<file path="src/rtl/pov_pkg.sv">
// Shared types and constants for the persistence-of-vision column driver.
package pov_pkg;

    // Default column width: one bit per LED row.
    localparam int COL_W_DEFAULT = 5;

    // Display sequencer states.
    typedef enum logic [1:0] {
        IDLE  = 2'd0,
        SHOW  = 2'd1,
        BLANK = 2'd2
    } pov_state_t;

    // Font columns, leftmost column in the highest index. Bit 4 is the top row.
    localparam logic [3:0][4:0] FONT_P = {5'h1F, 5'h14, 5'h14, 5'h1C};
    localparam logic [3:0][4:0] FONT_R = {5'h1F, 5'h14, 5'h16, 5'h1D};
    localparam logic [3:0][4:0] FONT_A = {5'h1F, 5'h14, 5'h14, 5'h1F};
    localparam logic [3:0][4:0] FONT_S = {5'h1D, 5'h15, 5'h15, 5'h17};
    localparam logic [4:0][4:0] FONT_N = {5'h1F, 5'h08, 5'h04, 5'h02, 5'h1F};
    localparam logic [4:0]      FONT_GAP = 5'h00;

endpackage

</file>
<file path="src/rtl/pov_sync_fifo.sv">
// Small synchronous FIFO. The head entry is readable without a pop so the
// consumer can load it in the same edge that retires it.
module pov_sync_fifo #(
    parameter int WIDTH = 5,
    parameter int DEPTH = 8,
    localparam int LVL_W = $clog2(DEPTH + 1),
    localparam int PTR_W = $clog2(DEPTH)
) (
    input  logic             clk,
    input  logic             rst_n,
    input  logic             push,
    input  logic [WIDTH-1:0] din,
    input  logic             pop,
    output logic [WIDTH-1:0] dout,
    output logic [LVL_W-1:0] level,
    output logic             full,
    output logic             empty
);

    logic [WIDTH-1:0] mem_reg [DEPTH];
    logic [PTR_W-1:0] wr_ptr_reg;
    logic [PTR_W-1:0] rd_ptr_reg;
    logic [LVL_W-1:0] level_reg;
    logic             do_push;
    logic             do_pop;

    assign full    = (level_reg == LVL_W'(DEPTH));
    assign empty   = (level_reg == '0);
    assign level   = level_reg;
    assign dout    = mem_reg[rd_ptr_reg];
    assign do_push = push && !full;
    assign do_pop  = pop && !empty;

    // Storage write; contents need no reset because the pointers define validity.
    always_ff @(posedge clk) begin
        if (do_push) begin
            mem_reg[wr_ptr_reg] <= din;
        end
    end

    // Pointer and occupancy tracking; pointers wrap naturally (DEPTH is a power of two).
    always_ff @(posedge clk) begin
        if (!rst_n) begin
            wr_ptr_reg <= '0;
            rd_ptr_reg <= '0;
            level_reg  <= '0;
        end else begin
            if (do_push) wr_ptr_reg <= wr_ptr_reg + 1'b1;
            if (do_pop)  rd_ptr_reg <= rd_ptr_reg + 1'b1;
            case ({do_push, do_pop})
                2'b10:   level_reg <= level_reg + 1'b1;
                2'b01:   level_reg <= level_reg - 1'b1;
                default: level_reg <= level_reg;
            endcase
        end
    end

endmodule

</file>
<file path="src/rtl/pov_column_driver.sv">
// Buffers columns from the sequencer and paces them onto the LED bar:
// each column is held for HOLD_CYCLES clocks followed by BLANK_CYCLES of dark.
module pov_column_driver
    import pov_pkg::*;
#(
    parameter int COL_W        = COL_W_DEFAULT,
    parameter int DEPTH        = 8,
    parameter int HOLD_CYCLES  = 5,
    parameter int BLANK_CYCLES = 1,
    localparam int LVL_W = $clog2(DEPTH + 1)
) (
    input  logic             clk,
    input  logic             rst_n,
    input  logic             enable,
    input  logic             col_valid,
    input  logic [COL_W-1:0] col_data,
    output logic             col_ready,
    input  logic             clear_underrun,
    output logic [COL_W-1:0] led,
    output logic             col_strobe,
    output logic             underrun,
    output logic [LVL_W-1:0] fifo_level
);

    localparam int CNT_W = $clog2(HOLD_CYCLES + BLANK_CYCLES + 1);
    localparam logic [CNT_W-1:0] HOLD_LOAD  = CNT_W'(HOLD_CYCLES - 1);
    localparam logic [CNT_W-1:0] BLANK_LOAD = (BLANK_CYCLES > 0) ? CNT_W'(BLANK_CYCLES - 1) : '0;

    pov_state_t       state_reg, state_next;
    logic [CNT_W-1:0] cnt_reg, cnt_next;
    logic [COL_W-1:0] led_reg, led_next;
    logic             strobe_reg, strobe_next;
    logic             underrun_reg;
    logic             set_underrun;
    logic             fifo_pop;
    logic [COL_W-1:0] fifo_head;
    logic             fifo_full;
    logic             fifo_empty;

    pov_sync_fifo #(
        .WIDTH (COL_W),
        .DEPTH (DEPTH)
    ) u_fifo (
        .clk   (clk),
        .rst_n (rst_n),
        .push  (col_valid),
        .din   (col_data),
        .pop   (fifo_pop),
        .dout  (fifo_head),
        .level (fifo_level),
        .full  (fifo_full),
        .empty (fifo_empty)
    );

    assign col_ready  = !fifo_full;
    assign led        = led_reg;
    assign col_strobe = strobe_reg;
    assign underrun   = underrun_reg;

    // Registered sequencer state and LED outputs.
    always_ff @(posedge clk) begin
        if (!rst_n) begin
            state_reg  <= IDLE;
            cnt_reg    <= '0;
            led_reg    <= '0;
            strobe_reg <= 1'b0;
        end else begin
            state_reg  <= state_next;
            cnt_reg    <= cnt_next;
            led_reg    <= led_next;
            strobe_reg <= strobe_next;
        end
    end

    // Sticky starvation flag; a new starvation beats a simultaneous clear.
    always_ff @(posedge clk) begin
        if (!rst_n) begin
            underrun_reg <= 1'b0;
        end else if (set_underrun) begin
            underrun_reg <= 1'b1;
        end else if (clear_underrun) begin
            underrun_reg <= 1'b0;
        end
    end

    // Next-state logic; the end of a column (or its blank) funnels into one
    // shared decision: fetch the next column, flag starvation, or go idle.
    always_comb begin
        logic decide;
        state_next   = state_reg;
        cnt_next     = cnt_reg;
        led_next     = led_reg;
        strobe_next  = 1'b0;
        fifo_pop     = 1'b0;
        set_underrun = 1'b0;
        decide       = 1'b0;

        case (state_reg)
            IDLE: begin
                led_next = '0;
                decide   = enable && !fifo_empty;
            end
            SHOW: begin
                if (cnt_reg != '0) begin
                    cnt_next = cnt_reg - 1'b1;
                end else if (BLANK_CYCLES > 0) begin
                    state_next = BLANK;
                    cnt_next   = BLANK_LOAD;
                    led_next   = '0;
                end else begin
                    decide = 1'b1;
                end
            end
            BLANK: begin
                led_next = '0;
                if (cnt_reg != '0) begin
                    cnt_next = cnt_reg - 1'b1;
                end else begin
                    decide = 1'b1;
                end
            end
            default: begin
                state_next = IDLE;
                led_next   = '0;
            end
        endcase

        if (decide) begin
            if (enable && !fifo_empty) begin
                fifo_pop    = 1'b1;
                led_next    = fifo_head;
                cnt_next    = HOLD_LOAD;
                strobe_next = 1'b1;
                state_next  = SHOW;
            end else begin
                set_underrun = enable;
                led_next     = '0;
                state_next   = IDLE;
            end
        end
    end

endmodule

</file>
<file path="config.mk">
export PLATFORM = sky130hd
export DESIGN_NAME = pov_column_driver
export DESIGN_NICKNAME = d
export VERILOG_FILES = /design/src/rtl/pov_pkg.sv /design/src/rtl/pov_sync_fifo.sv /design/src/rtl/pov_column_driver.sv
export SDC_FILE = /design/constraint.sdc
export NUM_CORES = 1
export LEC_CHECK = 0
export ABC_AREA = 1
export CORE_MARGIN = 1
export CORE_UTILIZATION = 62
export CTS_CLUSTER_SIZE = 10
export DETAILED_ROUTE_END_ITERATION = 8
export PLACE_DENSITY = 0.84
export SYNTH_ARGS = -nofsm -noshare
export SYNTH_HDL_FRONTEND = slang
export SYNTH_SLANG_ARGS = --single-unit
</file>
<file path="constraint.sdc">
create_clock -name clk -period 4.21 [get_ports clk]
set_input_delay 0.6315 -clock clk [delete_from_list [all_inputs] [get_ports clk]]
set_output_delay 0.6315 -clock clk [all_outputs]
set_load 0.005 [all_outputs]
</file>
==> flow_summary.ini <==
[timing]
fin_skew_ps = 10.4
setup_viol = 0
fmax_mhz = 425
worst_slew_pin_slew_ps = 670
hold_violations = 0
min_period_over_period_pct = 55.9
setup_tns_ps = 0
drv_slew = 0
max_slew_margin_pct = 55.2
period_needed_ps = 2350
rsz0062_at_grt = false

[floorplanning]
fp.dieW_um = 69.6
design.core.area_um2 = 4380
ios = 22
num_rows = 24
start_util_pct = 64.5
dieArea_um2 = 4840
die_h_um = 69.6

[place]
io_buffer_count = 21
postPlaceCellArea_um2 = 3070
gp_congestion = 0.820
dp_hpwl_um = 3520

[yosys]
synth_top_area_cell = edfxtp_1
synthFlopType = edfxtp_1
syn_nets = 311
synthCells = 290
async_flop_share_pct = 0
yosys-top-cells-area = edfxtp_1 (42%), dfxtp_1 (18%), nand2_1 (7.0%)
yosys-top-cells-count = nand2_1 (53), nor2_1 (47), edfxtp_1 (40), o21ai_0 (34), inv_1 (29)
avgSynthCellArea_um2 = 9.76
yosysWarnings = 0
ys_types = 26
synth_top_area_share_pct = 42.5
yosysSeqAreaShare_pct = 60.2
synth-edff-count = 40
ys_ff_latch = 65
synth_most_common_cell = nand2_1
synth_area_um2 = 2830

[global_routing]
grt_overflow_total = 0
grt_pass1_wl_um = 8820
grt_use_total_pct = 24.4
grt_pass1_vias = 1943
grt_max_degree = 22
antenna_found_initial = 0

[routing]
drt-initial-drc-count = 130
vias = 2047
wl_um = 5340
wl_per_cell_um = 14.4
drcViolationCount = 0
first_pass_iters = 4
ant_nets = 0
vias_per_cell = 5.50

[pwr]
p_comb_share_pct = 32.5
power.total_w = 0.00189
swShare_pct = 36.6
p_seq_share_pct = 44.0
ir_worst_vdd_mv = 0.356
p_switching_w = 0.000692
power_leakage_nw = 1.25
cellPowerDensity_nw_per_um2 = 585
intPower_w = 0.00120
clkPwrFrac_pct = 23.6

[final_layout]
design_area_um2 = 3230
areaGrowthSynthToFinish_pct = 14.3
layout.nets = 337
insertedDiodeCount = 0
drive_gt1_share_pct = 8.13
largest_reg_flops = 40

[worst_setup_path]
cp.arrival_ps = 2590
critPathKind = reg -> reg
reg2reg_to = u_fifo.level[2]
rr_worst_depth = 15
cp_max_fo = 6
crit_path_end_kind = flip-flop
r2r_start = cnt_reg[0]
startpoint = cnt_reg[0]
worst_setup_path_start_kind = flip-flop
ff2ff_setup_slack_ps = 1860
crit_required_ps = 4450

[clock_network]
clk_pin_slew_worst_paths_ps = 70
cts_buffers = 9
cts_tree = done
hold_buffers = 0
postCtsResizedCells = 0
postCtsSetupRepairBufs = 0
cts_root_buf = clkbuf_8
cts.sinks = 65
clk_latency_ps = 340
htreeDepth = 3
clk_path_buf_depth = 2

[min_path]
hp-class = reg -> reg
whs_endpoint = led[1]
min_path_cells = 2
min_from = led[1]

[job]
drv_cap = 0

[status]
status = completed
routing by layer:
layer	global-route usage, %	wire length [µm]	up-vias
li1	-	-	1025
met1	32.0	2310	953
met2	38.3	2620	63
met3	6.98	354	6
met4	10.4	62	0
met5	0	0	-
power groups by stage:
stage	clock network (W)	logic, W	registers (W)
4_1_cts	0.000447	0.000613	0.000832
5_1_grt	0.000475	0.000695	0.000845
3_3_place_gp	0	0.000576	0.000842
2_1_floorplan	0	0.000459	0.000811
6_report	0.000446	0.000614	0.000832
3_5_place_dp	0	0.000605	0.000845
area by class of cell:
class | count | area, µm²
Sequential cell | 65 | 1700
Fill cell | 302 | 1150
Multi-Input combinational cell | 188 | 976
Timing Repair Buffer | 21 | 210
Clock buffer | 9 | 124
Inverter | 31 | 121
Tap cell | 52 | 65.1
Clock inverter | 6 | 36.3
cells in the final DEF (no fill, tap or decap):
master,instances
nand2_1,53
clkinv_2,1
nand2_4,2
nand2_2,2
nor2_1,47
nor2_2,1
a21oi_1,10
clkbuf_8,9
o21ai_0,34
edfxtp_1,40
inv_2,1
nand3_2,3
o21ai_2,1
clkinv_1,2
clkdlybuf4s50_1,21
nor2_4,1
inv_1,29
o211ai_1,3
a21oi_4,1
a22oi_1,1
xnor2_1,1
clkinv_4,2
ha_1,11
clkinvlp_4,2
nand4_1,2
dfxtp_1,25
nand3_1,8
o22ai_1,6
a31oi_1,1
worst max-delay path: stages (launching register included):
cell	delay (ps)
dfxtp_1	310
inv_1	90
ha_1	230
nand2_4	80
nor2_4	80
inv_1	90
a21oi_4	240
ha_1	270
nand2_1	90
inv_1	60
nor2_1	60
ha_1	180
a21oi_1	160
xnor2_1	100
o21ai_0	140
inv_1	50
metrics by stage:
| step | setup WS, ps | utilization [%] | instances | hold WS (ps) |
|---|---|---|---|---|
| floorplan | 2140 | - | 290 | 446 |
| global placement | 1640 | 70.1 | 357 | 439 |
| detailed placement | 1540 | 70.1 | 357 | 440 |
| CTS | 1840 | 73.8 | 372 | 454 |
| global route | 1630 | 73.8 | 372 | 469 |
| finish | 1860 | 73.8 | 372 | 451 |
kinds of logic after synthesis:
logic type / Yosys count / share of synthesized area, %
AOI/OAI and AO/OA: 57 / 11.3
adders and majority gates: 11 / 4.87
buffers and inverters: 37 / 5.35
and+or+nand+nor: 119 / 18.0
DFF: 65 / 60.2
xor gates and xnor gates: 1 / 0.310
worst max path at each step:
stage / slack (ps) / endpoint / cells after the start
finish: 1860 / u_fifo.level[2] / 15
global route: 1630 / u_fifo.level[2] / 15
CTS: 1840 / u_fifo.level[2] / 15
detailed placement: 1540 / u_fifo.level[2] / 12
global placement: 1640 / u_fifo.level[2] / 12
floorplan: 2140 / u_fifo.level[2] / 15
No activity file was read; power rests on OpenSTA's default activity.
